--- src/rtl/usr_pkg.sv ---
// usr_pkg: shared types and constants for the universal shift register.
//   MODE_*      : 2-bit manual operation codes applied while idle.
//   usr_state_e : burst controller state encoding.
package usr_pkg;

   localparam logic [1:0] MODE_HOLD = 2'b00;
   localparam logic [1:0] MODE_SHR  = 2'b01;
   localparam logic [1:0] MODE_SHL  = 2'b10;
   localparam logic [1:0] MODE_LOAD = 2'b11;

   typedef enum logic {
      IDLE  = 1'b0,
      BURST = 1'b1
   } usr_state_e;

endpackage

--- src/rtl/usr_burst_ctrl.sv ---
// usr_burst_ctrl: burst sequencing for univ_shift_reg.
//   state | meaning
//   IDLE  | manual modes active; start launches a burst
//   BURST | register shifts right once per enabled cycle, WIDTH shifts total
// Ports:
//   clk, rst            : clock, async active-high reset
//   en, start           : clock enable, burst request
//   idle                : controller in IDLE (manual modes allowed)
//   burst_load          : this edge loads d and enters BURST
//   burst_shift         : this edge performs a burst shift
//   busy, done          : registered handshake outputs
module usr_burst_ctrl
   import usr_pkg::*;
#(
   parameter int WIDTH = 8
) (
   input  logic clk,
   input  logic rst,
   input  logic en,
   input  logic start,
   output logic idle,
   output logic burst_load,
   output logic burst_shift,
   output logic busy,
   output logic done
);

   localparam int CW = $clog2(WIDTH + 1);

   usr_state_e     state;
   logic [CW-1:0]  cnt;
   logic           last;

   assign idle        = (state == IDLE);
   assign burst_load  = en & idle & start;
   assign burst_shift = en & (state == BURST);
   assign last        = (cnt == CW'(WIDTH - 1));

   always_ff @(posedge clk or posedge rst) begin
      if (rst) begin
         state <= IDLE;
         cnt   <= '0;
         busy  <= 1'b0;
         done  <= 1'b0;
      end else begin
         // done is a single-cycle pulse: it clears on the next edge even with en low
         done <= burst_shift & last;
         if (burst_load) begin
            state <= BURST;
            cnt   <= '0;
            busy  <= 1'b1;
         end else if (burst_shift) begin
            if (last) begin
               state <= IDLE;
               cnt   <= '0;
               busy  <= 1'b0;
            end else begin
               cnt <= cnt + 1'b1;
            end
         end
      end
   end

endmodule

--- src/rtl/univ_shift_reg.sv ---
// univ_shift_reg: WIDTH-bit universal shift register with hold / shift right /
// shift left / parallel load and an automatic LSB-first burst mode.
// Optional build macro: USR_ROTATE_EN -- shifts rotate instead of taking sin,
// so a completed burst leaves q equal to the loaded word.
// Ports:
//   clk, rst  : clock, async active-high reset (q <= RESET_VAL)
//   en        : clock enable; freezes all state when low
//   mode      : manual operation while idle (see usr_pkg MODE_*)
//   d, sin    : parallel load data, serial input
//   start     : burst request (has priority over mode)
//   q, sout   : register contents, serial output (q[0])
//   busy/done : burst in progress / one-cycle completion pulse
module univ_shift_reg
   import usr_pkg::*;
#(
   parameter int               WIDTH     = 8,
   parameter logic [WIDTH-1:0] RESET_VAL = {WIDTH{1'b0}}
) (
   input  logic             clk,
   input  logic             rst,
   input  logic             en,
   input  logic [1:0]       mode,
   input  logic [WIDTH-1:0] d,
   input  logic             sin,
   input  logic             start,
   output logic [WIDTH-1:0] q,
   output logic             sout,
   output logic             busy,
   output logic             done
);

   logic             idle;
   logic             burst_load;
   logic             burst_shift;
   logic [WIDTH-1:0] q_shr;
   logic [WIDTH-1:0] q_shl;
   logic [WIDTH-1:0] q_nxt;

   usr_burst_ctrl #(.WIDTH(WIDTH)) u_ctrl (
      .clk         (clk),
      .rst         (rst),
      .en          (en),
      .start       (start),
      .idle        (idle),
      .burst_load  (burst_load),
      .burst_shift (burst_shift),
      .busy        (busy),
      .done        (done)
   );

`ifdef USR_ROTATE_EN
   assign q_shr = {q[0], q[WIDTH-1:1]};
   assign q_shl = {q[WIDTH-2:0], q[WIDTH-1]};
`else
   assign q_shr = {sin, q[WIDTH-1:1]};
   assign q_shl = {q[WIDTH-2:0], sin};
`endif

   always_comb begin
      q_nxt = q;
      if (burst_load) begin
         q_nxt = d;
      end else if (burst_shift) begin
         q_nxt = q_shr;
      end else if (en && idle) begin
         case (mode)
            MODE_SHR:  q_nxt = q_shr;
            MODE_SHL:  q_nxt = q_shl;
            MODE_LOAD: q_nxt = d;
            default:   q_nxt = q;
         endcase
      end
   end

   always_ff @(posedge clk or posedge rst) begin
      if (rst) q <= RESET_VAL;
      else     q <= q_nxt;
   end

   assign sout = q[0];

endmodule

--- config.mk ---
export PLATFORM = sky130hd
export DESIGN_NAME = univ_shift_reg
export DESIGN_NICKNAME = d
export VERILOG_FILES = /design/src/rtl/usr_pkg.sv /design/src/rtl/usr_burst_ctrl.sv /design/src/rtl/univ_shift_reg.sv
export SDC_FILE = /design/constraint.sdc
export NUM_CORES = 1
export LEC_CHECK = 0
export ABC_CLOCK_PERIOD_IN_PS = 1400
export CAP_MARGIN = 20
export CORE_ASPECT_RATIO = 1.1
export CORE_MARGIN = 2
export CORE_UTILIZATION = 40
export DETAILED_ROUTE_END_ITERATION = 8
export PLACE_DENSITY = 0.68
export REMOVE_ABC_BUFFERS = 1
export SLEW_MARGIN = 10
export SYNTH_ARGS = -nofsm -noshare
export SYNTH_HDL_FRONTEND = slang
export SYNTH_SLANG_ARGS = --single-unit
--- constraint.sdc ---
create_clock -name clk -period 1.4 [get_ports clk]
set_input_delay 0.21 -clock clk [delete_from_list [all_inputs] [get_ports clk]]
set_output_delay 0.21 -clock clk [all_outputs]
set_load 0.02 [all_outputs]
==> qor.txt <==
TritonCTS Sinks - 14
gr usage total - 20.10%
max-cap violations - 0
Critical Path Source - u_ctrl.busy
Setup Crit Path Kind - flop to flop
PortBufs - 25
Gate Count Post-Synth - 102
clock root buffer - clkbuf_4
RSZ-0062 raised after global routing - true
Worst R2R Start - u_ctrl.busy
final hold vios - 0
register bit total from synthesis - 14
Die ar. - 0.002655 mm²
area share of the largest cell type after synthesis - 38.78%
drc violations - 0
capture point of the critical path - u_ctrl.cnt[2]
Post-synth EDFFs - 0
outcome - complete, no violations
Area growth, synth to finish - 42.66%
antenna violations before repair - 0
Critical Path End Type - flop
r2r setup slk - 50 ps
measured slew at the worst slew-check pin - 524.0 ps
largest net degree at the start of global routing - 15
vias in the first global route - 855
Synth Warn # - 0
most frequent cell after synthesis - nand2_1
Setup crit start kind - flop
total CTS buffers - 3
Final ANT Viol Nets - 0
total congestion overflow - 0
Worst slew margin - 64.70%
final setup vio count - 0
drt pass-1 iters - 4
worst-skew pair later-pin latency - 270 ps
Die H - 53.84 µm
power density over the cells - 1698 mW/mm²
io pins - 26
RR Endpoint - u_ctrl.cnt[2]
Post-CTS Hold Buffers - 0
Hold Crit Class - primary input to asynchronous set/reset pin
mean post-synth cell area - 8.857 µm²
Max clock buf depth - 2
Vias - 911
critical path's slowest cell - o21ai_0
Worst Path Max Fanout - 7
Initial Util - 41.35%
1st-iter DRT viols - 12
HPWL after DPL - 1869 µm
Tcrit/Tclk final - 96.33%
top_reg_cell synth - dfrtp_1
Routed WL per cell - 14.07 µm
area leader, netlist - dfrtp_1
area of the mapped netlist - 903.4 µm²
# H-tree levels - 1
post-layout instance area - 0.001289 mm²
crit-path cells - buf_4 > o21ai_0 > a22o_1
sequential-to-total area share from yosys stat - 38.78%
critical path arrival - 1560 ps
fmax - 741.5 MHz
vias per inst - 5.455
CP top delay family - compound AO/OA/AOI/OAI gates
Clock Pin Slew Worst Setup and Hold Paths - 90 ps
maximum vdd ir drop - 0.001026 V
Worst Reg2Reg Path Length in Cells - 3
dominant cells by area after synthesis - dfrtp_1, nand2_1, a31oi_1
Total Wirelength - 2350 µm
core area - 0.002185 mm²
ANT cells - 0
critical path depth - 3
first-pass GRT wire length - 3995 µm
Pleak - 0.5566 nW
worst path required time - 1620 ps
leading cell types by count after synthesis - nand2_1, dfrtp_1, a31oi_1, o21ai_0
clock skew - 2.061 ps
Largest stage delay, worst path - 440 ps
share of cells above drive strength 1 - 18.25%
Final nets - 154
Design Power - 2.188 mW
CTS tree - built
row cnt - 18
asr flop ratio synth - 100.0%
Die W - 49.31 µm
fin crit period - 1349 ps
CP bufs+invs - 1
final estimated routing congestion in global placement - 0.7994
Slew Limit Fails - 0
placed cell area - 0.001245 mm²
Synth cell types - 28
-- flip-flops by register name (all words and copies together), names as in the netlist --
signal       flops
u_ctrl.cnt       4
u_ctrl.busy      1
u_ctrl.done      1
q                8
-- cell families (layout without fill, tap and decap cells) --
| logic type | Yosys count | count (layout) | synth area share [%] |
|---|---|---|---|
| AND/OR/NAND/NOR | 40 | 40 | 22.85 |
| multiplexers | 4 | 4 | 4.432 |
| AO/OA/AOI/OAI | 34 | 34 | 26.87 |
| adder cells (fa/ha/maj) | 1 | 1 | 1.385 |
| buffers and inverters | 9 | 44 | 5.679 |
| flip-flops | 14 | 14 | 38.78 |
-- per-stage QoR --
step,setup TNS [ps],hold WS (ps),std cells,setup slack [ps],utilization (%)
4_1_cts,0,224.0,167,3.007,58.02
3_3_place_gp,-2236,506.2,163,-231.8,56.99
2_1_floorplan,-520.1,99.22,95,-78.57,-
5_1_grt,-29.29,262.8,167,-16.45,58.99
3_5_place_dp,-2837,514.4,163,-302.3,56.99
6_report,0,220.5,167,51.43,58.99
-- tightest hold or removal path, cell delays in order --
cell	delay, ps
clkdlybuf4s50_1	390
inv_1	50
buf_4	210
-- power breakdown --
| part | switching, mW | leakage [nW] | total, mW | internal, mW |
|---|---|---|---|---|
| sequential | 0.160 | 0.157 | 0.735 | 0.575 |
| combinational | 0.597 | 0.379 | 1.16 | 0.565 |
| clock | 0.133 | 0.0210 | 0.291 | 0.158 |
-- worst min-delay path by stage --
| stage | start | end | slack (ps) | depth (start not counted) |
|---|---|---|---|---|
| finish | rst | q[6] | 220 | 3 |
| global route | rst | u_ctrl.cnt[2] | 260 | 3 |
| CTS | rst | q[6] | 220 | 3 |
| detailed placement | u_ctrl.cnt[0] | u_ctrl.cnt[0] | 510 | 1 |
| global placement | u_ctrl.cnt[1] | u_ctrl.cnt[1] | 510 | 1 |
| floorplan | rst | q[0] | 100 | 1 |
-- what timing repair did --
item,CTS,global route
setup endpoints to repair,12,8
endpoints found under the hold margin,0,0
setup buffers,0,0
pin swaps,1,1
gates resized for setup,11,4
gates cloned,0,0
-- cell type report --
| type | instances | area (µm²) |
|---|---|---|
| Fill cell | 209 | 895.9 |
| Multi-Input combinational cell | 79 | 519.2 |
| Sequential cell | 14 | 350.3 |
| Timing Repair Buffer | 38 | 337.8 |
| Tap cell | 30 | 37.54 |
| Clock buffer | 4 | 36.28 |
| Inverter | 2 | 7.507 |
-- placed cells by master (no fill, tap or decap), drive strengths merged, types with 2 or more instances in the layout --
master	count
o221ai	4
a22o	2
a31oi	8
nand2	19
o22ai	4
inv	2
buf	13
nand2b	2
and2	4
o21ai	7
nand3	2
mux2i	4
dfrtp	14
dlygate4sd2	11
clkbuf	4
nor2	5
a21o	4
and2b	4
clkdlybuf4s50	14
-- routing by layer --
metal / share of wire (%) / wire length (µm) / track usage (%) / vias to the layer above
met5: 0 / 0 / 0 / -
met4: 0.30 / 7 / 7.143 / 0
met3: 2.9 / 67 / 2.778 / 2
met2: 52 / 1220 / 37.16 / 17
met1: 45 / 1055 / 24.14 / 447
li1: - / - / - / 445
Power figures use the tool's default switching activity.
